### config.mk
export PLATFORM = sky130hd
export DESIGN_NAME = lvds_rx_align_ctrl
export DESIGN_NICKNAME = d
export VERILOG_FILES = /design/src/rtl/lvds_pkg.sv /design/src/rtl/lvds_sync2.sv /design/src/rtl/lvds_rx_align_ctrl.sv
export SDC_FILE = /design/constraint.sdc
export NUM_CORES = 1
export LEC_CHECK = 0
export BUFFER_PORTS_ARGS = -buffer_cell sky130_fd_sc_hd__buf_2
export CELL_PAD_IN_SITES_DETAIL_PLACEMENT = 1
export CELL_PAD_IN_SITES_GLOBAL_PLACEMENT = 2
export CORE_MARGIN = 3
export CORE_UTILIZATION = 36
export DETAILED_ROUTE_END_ITERATION = 16
export PLACE_DENSITY = 0.75
export SYNTH_ARGS = -nofsm -noshare
export SYNTH_HDL_FRONTEND = slang
export SYNTH_SLANG_ARGS = --single-unit
export TNS_END_PERCENT = 30
### constraint.sdc
create_clock -name rx_clk -period 2.5 [get_ports rx_clk]
set_input_delay 0.125 -clock rx_clk [delete_from_list [all_inputs] [get_ports rx_clk]]
set_output_delay 0.125 -clock rx_clk [all_outputs]
set_load 0.05 [all_outputs]
### src/rtl/lvds_pkg.sv
// Shared definitions for the LVDS receive blocks.
// Lane-word width and alignment controller state encoding.
package lvds_pkg;

    localparam int LANE_W = 6;

    typedef enum logic [2:0] {
        ST_IDLE,
        ST_SETTLE,
        ST_CHECK,
        ST_SLIP,
        ST_ALIGNED,
        ST_FAIL
    } align_state_e;

endpackage

### src/rtl/lvds_sync2.sv
// Two-flop synchronizer for single-bit level signals.
// Shared by every LVDS block that samples an async status.
module lvds_sync2 (
    input  logic clk,
    input  logic rst_n,
    input  logic d,
    output logic q
);

    logic meta;

    always_ff @(posedge clk or negedge rst_n) begin
        if (!rst_n) begin
            meta <= 1'b0;
            q    <= 1'b0;
        end else begin
            meta <= d;
            q    <= meta;
        end
    end

endmodule

### src/rtl/lvds_rx_align_ctrl.sv
// Frame-clock word alignment controller for an LVDS deserializer.
// Bit-slips until the frame-clock lane shows the expected pattern.
module lvds_rx_align_ctrl
    import lvds_pkg::*;
#(
    parameter logic [LANE_W-1:0] FCLK_PATTERN = 6'b111000,
    parameter int SETTLE_CYCLES = 8,
    parameter int MATCH_CYCLES  = 16,
    parameter int MAX_SLIPS     = 12,
    parameter int LOSS_CYCLES   = 4
) (
    input  logic              rx_clk,
    input  logic              reset_n,
    input  logic              rx_locked,
    input  logic [LANE_W-1:0] fclk_word,
    input  logic              align_start,
    output logic              rx_data_align,
    output logic              aligned,
    output logic              align_err,
    output logic [3:0]        slip_count,
    output logic [7:0]        realign_count
);

    localparam int SW = $clog2(SETTLE_CYCLES + 1);
    localparam int MW = $clog2(MATCH_CYCLES + 1);
    localparam int LW = $clog2(LOSS_CYCLES + 1);

    align_state_e   state, state_n;
    logic [SW-1:0]  settle_cnt, settle_n;
    logic [MW-1:0]  match_cnt, match_n;
    logic [LW-1:0]  loss_cnt, loss_n;
    logic           slip_ph, ph_n;
    logic [3:0]     slips_n;
    logic [7:0]     realign_n;
    logic           locked_s;
    logic           hit;

    lvds_sync2 u_lock_sync (
        .clk   (rx_clk),
        .rst_n (reset_n),
        .d     (rx_locked),
        .q     (locked_s)
    );

    assign hit = (fclk_word == FCLK_PATTERN);

    always_ff @(posedge rx_clk or negedge reset_n) begin
        if (!reset_n) begin
            state         <= ST_IDLE;
            settle_cnt    <= '0;
            match_cnt     <= '0;
            loss_cnt      <= '0;
            slip_ph       <= 1'b0;
            slip_count    <= '0;
            realign_count <= '0;
            rx_data_align <= 1'b0;
            aligned       <= 1'b0;
            align_err     <= 1'b0;
        end else begin
            state         <= state_n;
            settle_cnt    <= settle_n;
            match_cnt     <= match_n;
            loss_cnt      <= loss_n;
            slip_ph       <= ph_n;
            slip_count    <= slips_n;
            realign_count <= realign_n;
            rx_data_align <= (state_n == ST_SLIP);
            aligned       <= (state_n == ST_ALIGNED);
            align_err     <= (state_n == ST_FAIL);
        end
    end

    // Lock loss outranks align_start, which outranks normal flow.
    always_comb begin
        state_n   = state;
        settle_n  = settle_cnt;
        match_n   = match_cnt;
        loss_n    = loss_cnt;
        ph_n      = slip_ph;
        slips_n   = slip_count;
        realign_n = realign_count;
        if (!locked_s) begin
            state_n  = ST_IDLE;
            settle_n = '0;
            match_n  = '0;
            loss_n   = '0;
            ph_n     = 1'b0;
            slips_n  = '0;
        end else if (align_start && state != ST_IDLE) begin
            state_n  = ST_SETTLE;
            settle_n = '0;
            ph_n     = 1'b0;
            slips_n  = '0;
        end else begin
            unique case (state)
                ST_IDLE: begin
                    state_n  = ST_SETTLE;
                    settle_n = '0;
                end
                ST_SETTLE: begin
                    if (settle_cnt == SW'(SETTLE_CYCLES - 1)) begin
                        state_n = ST_CHECK;
                        match_n = '0;
                    end else begin
                        settle_n = settle_cnt + 1'b1;
                    end
                end
                ST_CHECK: begin
                    if (hit) begin
                        if (match_cnt == MW'(MATCH_CYCLES - 1)) begin
                            state_n = ST_ALIGNED;
                            loss_n  = '0;
                        end else begin
                            match_n = match_cnt + 1'b1;
                        end
                    end else if (slip_count < 4'(MAX_SLIPS)) begin
                        state_n = ST_SLIP;
                        ph_n    = 1'b0;
                    end else begin
                        state_n = ST_FAIL;
                    end
                end
                ST_SLIP: begin
                    if (slip_ph) begin
                        state_n  = ST_SETTLE;
                        settle_n = '0;
                        ph_n     = 1'b0;
                        slips_n  = slip_count + 4'd1;
                    end else begin
                        ph_n = 1'b1;
                    end
                end
                ST_ALIGNED: begin
                    if (hit) begin
                        loss_n = '0;
                    end else if (loss_cnt == LW'(LOSS_CYCLES - 1)) begin
                        state_n  = ST_SETTLE;
                        settle_n = '0;
                        loss_n   = '0;
                        slips_n  = '0;
                        if (realign_count != 8'hFF)
                            realign_n = realign_count + 8'd1;
                    end else begin
                        loss_n = loss_cnt + 1'b1;
                    end
                end
                ST_FAIL: begin
                    state_n = ST_FAIL;
                end
                default: begin
                    state_n = ST_IDLE;
                end
            endcase
        end
    end

endmodule

Word-level counts from Yosys, hierarchy flattened
Cells that the tools add are included.
Widths: inputs -> output; s select.
{ "op_classes": {"n_reduce_logical": 9, "n_lt_le_gt_ge": 1, "bitwise": 2, "eq_ne": 29, "addsub": 5, "mux": 40} }
{ "op_table": {"columns": ["cell", "n"], "rows": [
  ["$mux 3", 15],
  ["$mux 4", 9],
  ["$ne 4x4->1 const B", 8],
  ["$mux 5", 5],
  ["$ne 3x3->1 const B", 6],
  ["$pmux 3 s6", 1],
  ["$pmux 4 s4", 1],
  ["$eq 3x2->1 const B", 4],
  ["$eq 3x3->1 const B", 4],
  ["$pmux 5 s2", 1],
  ["$reduce_and 5->1", 2],
  ["$add 4x1->4 const B", 2],
  ["$add 8x1->8 const B", 1],
  ["$ne 8x8->1 const B", 1],
  ["$pmux 4 s2", 1],
  ["$reduce_and 4->1", 2],
  ["$eq 6x6->1 const B", 1],
  ["$ne 6x6->1 const B", 1],
  ["$pmux 3 s2", 1],
  ["$reduce_and 6->1", 1],
  ["$add 5x1->5 const B", 1],
  ["$eq 5x4->1 const B", 1],
  ["$mux 1", 5],
  ["$eq 4x3->1 const B", 1],
  ["10 further kinds", 11]
]} }
{ "word_totals": {"reg_bits": 33, "output_inout_bits": 15, "inputBits": 10, "wordCells": 98} }

Logic depth before layout (Yosys ltp)
{ "depth": {"ltp_word": 7, "depth_mapped": 7, "depth_no_buf": 7} }

By module
From an unflattened synthesis, not the netlist that was laid out.
{ "hier_totals": {"hier_cells": 205, "area_unflattened_um2": 2021.9} }
{ "modules_own_cells": {"columns": ["mod", "area_each_um2", "seq_area_each_um2", "cells_per_inst", "n_inst"], "rows": [
  ["lvds_rx_align_ctrl", 1971.9, 775.7, 203, 1],
  ["lvds_sync2", 50.0, 50.0, 2, 1]
]} }

Worst setup path before layout
Ideal clock, no wire load.
{ "synth_path": {"kind": "reg-to-reg", "from": "reg match_cnt[0]", "to": "reg match_cnt[3]", "setup_time_ns": 0.130, "t_required_ns": 2.370, "t_arrival_ns": 1.927, "path_buffers": 0, "slack_ns": 0.443, "period_less_slack_ns": 2.057, "stages_incl_launch_ff": 8, "path_cell_list": "dfrtp_1 -> ha_1 -> and3_1 -> ha_1 -> o21ba_2 -> or4_1 -> nor2_1 -> o22ai_1"} }
{ "synth_via": {"elab_chain_cells": 6, "elab_cells_between_ends": 9, "cone_classes": "1 x add/sub; 2 x eq/ne; 5 x mux; 1 x reduce/logical"} }
{ "synth_rtl": {"columns": ["element", "line", "rtl"], "rows": [
  ["start: declaration", "lvds_rx_align_ctrl.sv:30", "logic [MW-1:0] match_cnt, match_n;"],
  ["start signal: assignment", "lvds_rx_align_ctrl.sv:62", "match_cnt <= match_n;"],
  ["$add 5x1->5", "lvds_rx_align_ctrl.sv:114", "match_n = match_cnt + 1'b1;"],
  ["$mux 5", "lvds_rx_align_ctrl.sv:110", "if (match_cnt == MW'(MATCH_CYCLES - 1)) begin"],
  ["$mux 5", "lvds_rx_align_ctrl.sv:109", "if (hit) begin"],
  ["$pmux 5 s2", "lvds_rx_align_ctrl.sv:95", "unique case (state)"],
  ["$mux 5", "lvds_rx_align_ctrl.sv:89", "end else if (align_start && state != ST_IDLE) begin"],
  ["$mux 5", "lvds_rx_align_ctrl.sv:82", "if (!locked_s) begin"]
]} }
Parallel ways exist; a longest one is shown, timed or not. The select of a mux whose other input is x is not followed.
A chain may end at the register's enable or synchronous reset.

Worst setup path in the final report
Ends and elaborated chain as after synthesis.

==> results.md <==
* Run status: completed
* Setup violations, final at 0
* Post-route minimum period at 2290 ps
* Finished layout cell area at 2180 um2
* Die height at 78.5 um
* Core Region at 4910 um2
* Critical-path cell list: ha_1, and3_1, ha_1, o21ba_2, or4_1, nor2_1, o22ai_1
* Worst path max stage delay at 460 ps
* Mux cell area share after synthesis at 0.0192
* VDD IR max at 283 uV
* Crit-path most repeated cell: ha_1
* Io pins at 25
* Post-CTS sizing at 0
* Total setup buffers inserted after CTS at 0
* Ys flop type: dfrtp_1
* Hold Violations, Final at 0
* P per Cell Area at 474 nW/um2
* Clk_lat worst skew at 300 ps
* Worst Tran Pin Value at 751 ps
* Post-synth ARST share at 1.00
* EDFF count, synth at 0
* Initial DRT Pass Iterations at 4
* Synthesis Warnings at 0
* Vias in the first global route at 1,728
* Simple-gate share of the synthesized area at 0.243
* Antenna violations before repair at 0
* DRC at 0
* Slew headroom at 0.499
* Fmax at 0.437 GHz
* Worst-path clk slew at 70 ps
* Global Route Usage Sum at 0.178
* Post-Synthesis Cells at 190
* DRT iter0 DRCs at 49
* Layout area overhead at 15.5%
* Num CTS Buffers at 5
* Clock buffer depth at 2
* Post-synthesis compound-gate area fraction at 0.193
* DR vias/cell at 5.58
* Fraction of layout cells with a size suffix above 1 at 0.209
* Routed wire length at 5010 um
* Type of the most critical hold path: input pin to flop
* Final RePlAce weighted congestion at 0.868
* Fin nets at 235
* Adder-cell share of the synthesized area at 0.0397
* Largest family of logic cells by synthesized area: simple AND/OR/NAND/NOR gates
* RSZ-0062 raised after global routing: no
* Worst clock skew at 8.98 ps
* Post-synthesis xor/xnor area fraction at 0.0370
* Flip-flop and latch count after synthesis at 33
* CP required at 2670 ps
* Synth Cell Area at 1890 um2
* Setup CP Type: flop to flop
* Hold WS at 246 ps
* Hold buffers post-CTS at 2
* Lkg Pwr at 1.02 nW
* Rows at 25
* Buffers on Ports at 24
* Post-Synthesis Mean Instance Area at 9.96 um2
* DP Wirelength at 3730 um
* Die Wd at 78.5 um
* Vias post-DR at 1,602
* Worst path slowest cell: or4_1
* Initial core utilization at 0.385
* Post-route setup TNS at 0 ps
* Area contributors post-synth: dfrtp_1 44%, ha_1 4.0%, nand2_1 3.4%
* Total grt overflow at 0
* Largest net degree at the start of global routing at 34
* First-pass GRT wire length at 8610 um
* Crit end category: flop
* Post-layout util at 0.445
* Root Driver: clkbuf_8
* CP arrival at 2460 ps
* Net count after synthesis at 206
* CTS H-tree depth at 2
* Full die area at 6160 um2
* CP Launch Type: flop
* DP Area at 2080 um2
* Final Slew Violations at 0
* Post-route ant nets at 0
* Top-area cell type share of the netlist area at 0.437
* Period utilization at 0.914
* Clock sink count at 33
* Synth cell types at 51
* Max Cap Violations at 0
* Sequential share of the synthesized area at 0.437
* # diodes at 0
* Routed length per instance at 17.5 um
* Area leader, netlist: dfrtp_1
* Crit path max fanout at 5
* CTS tree: done
==> layout by cell type (no fill, tap or decap), types with 3 or more instances in the layout <==
cell type | synthesis | final
a21oi_1 | 12 | 12
and3_1 | 4 | 4
buf_2 | 2 | 24
clkbuf_8 | 0 | 5
dfrtp_1 | 33 | 33
ha_1 | 6 | 6
inv_1 | 7 | 7
nand2_1 | 17 | 17
nand2b_1 | 3 | 3
nand3_1 | 10 | 10
nand4_1 | 6 | 6
nor2_1 | 10 | 10
nor2b_1 | 8 | 8
nor3_1 | 4 | 4
o21ai_0 | 8 | 8
o22ai_1 | 6 | 6
o31ai_1 | 4 | 4
xnor2_1 | 5 | 5
xor2_1 | 3 | 3
==> final timing paths <==
kind | start | to | slack, ps | depth (start not counted)
hold / removal | align_start | state[0] | 250 | 3
setup reg to reg | match_cnt[0] | match_cnt[3] | 210 | 7
hold reg to reg | u_lock_sync.meta | u_lock_sync.q | 360 | 0
min in group asynchronous | reset_n | slip_count[0] | 430 | 2
max in group asynchronous | reset_n | loss_cnt[0] | 1570 | 2
setup / recovery | match_cnt[0] | match_cnt[3] | 210 | 7
==> flip-flops by register name, summed over array words and instances, names as in the netlist <==
name              count
align_err             1
aligned               1
loss_cnt              3
match_cnt             5
realign_count         8
rx_data_align         1
settle_cnt            4
slip_count            4
slip_ph               1
state                 3
u_lock_sync.meta      1
u_lock_sync.q         1
==> where the power goes <==
part	internal, mW	total (mW)	switching [mW]	leakage, nW
clock network	0.192	0.410	0.218	0.0439
registers	0.537	0.546	0.00882	0.454
logic	0.0286	0.0784	0.0497	0.526
==> cells by family after synthesis <==
group,count (synthesis)
xor gates and xnor gates,8
buffers and inverters,13
adders and majority gates,6
and+or+nand+nor,78
muxes,3
AOI/OAI and AO/OA,49
DFF,33
==> cell type report <==
cell class	instances	area [um2]
Clock buffer	5	68.8
Clock inverter	3	17.5
Fill cell	592	2730
Inverter	7	26.3
Multi-Input combinational cell	144	1010
Sequential cell	33	826
Tap cell	67	83.8
Timing Repair Buffer	28	155
==> per-layer routing <==
metal,track usage,wire (um),vias up
met4,0.0594,72,0
met3,0.0390,169,8
met5,0,0,-
met1,0.224,2290,801
li1,-,-,761
met2,0.301,2470,32
==> cell usage after synthesis, drive strengths merged, types with 3 or more instances <==
cell type	count
nand3	10
nor2	11
nand4	6
o21ai	8
a21oi	12
inv	7
nor2b	8
nand2	17
ha	6
dfrtp	33
nor3	5
xnor2	5
and3	4
o22ai	6
buf	3
clkbuf	3
o31ai	4
xor2	3
nand2b	3
==> critical path, delay by kind of cell, from the launching register on <==
kind / cells / cell delay (ps)
flip-flops: 1 / 410
AND/OR/NAND/NOR: 3 / 910
AO/OA/AOI/OAI: 2 / 360
adder cells (fa/ha/maj): 2 / 470
==> through the flow <==
step	power (mW)	worst slack [ps]	instances
after floorplan	0.600	443	190
after global placement	0.630	311	277
after detailed placement	0.633	234	277
after CTS	1.05	221	287
after global routing	1.08	56.2	287
final	1.03	214	287
No activity file was read; power rests on OpenSTA's default activity.
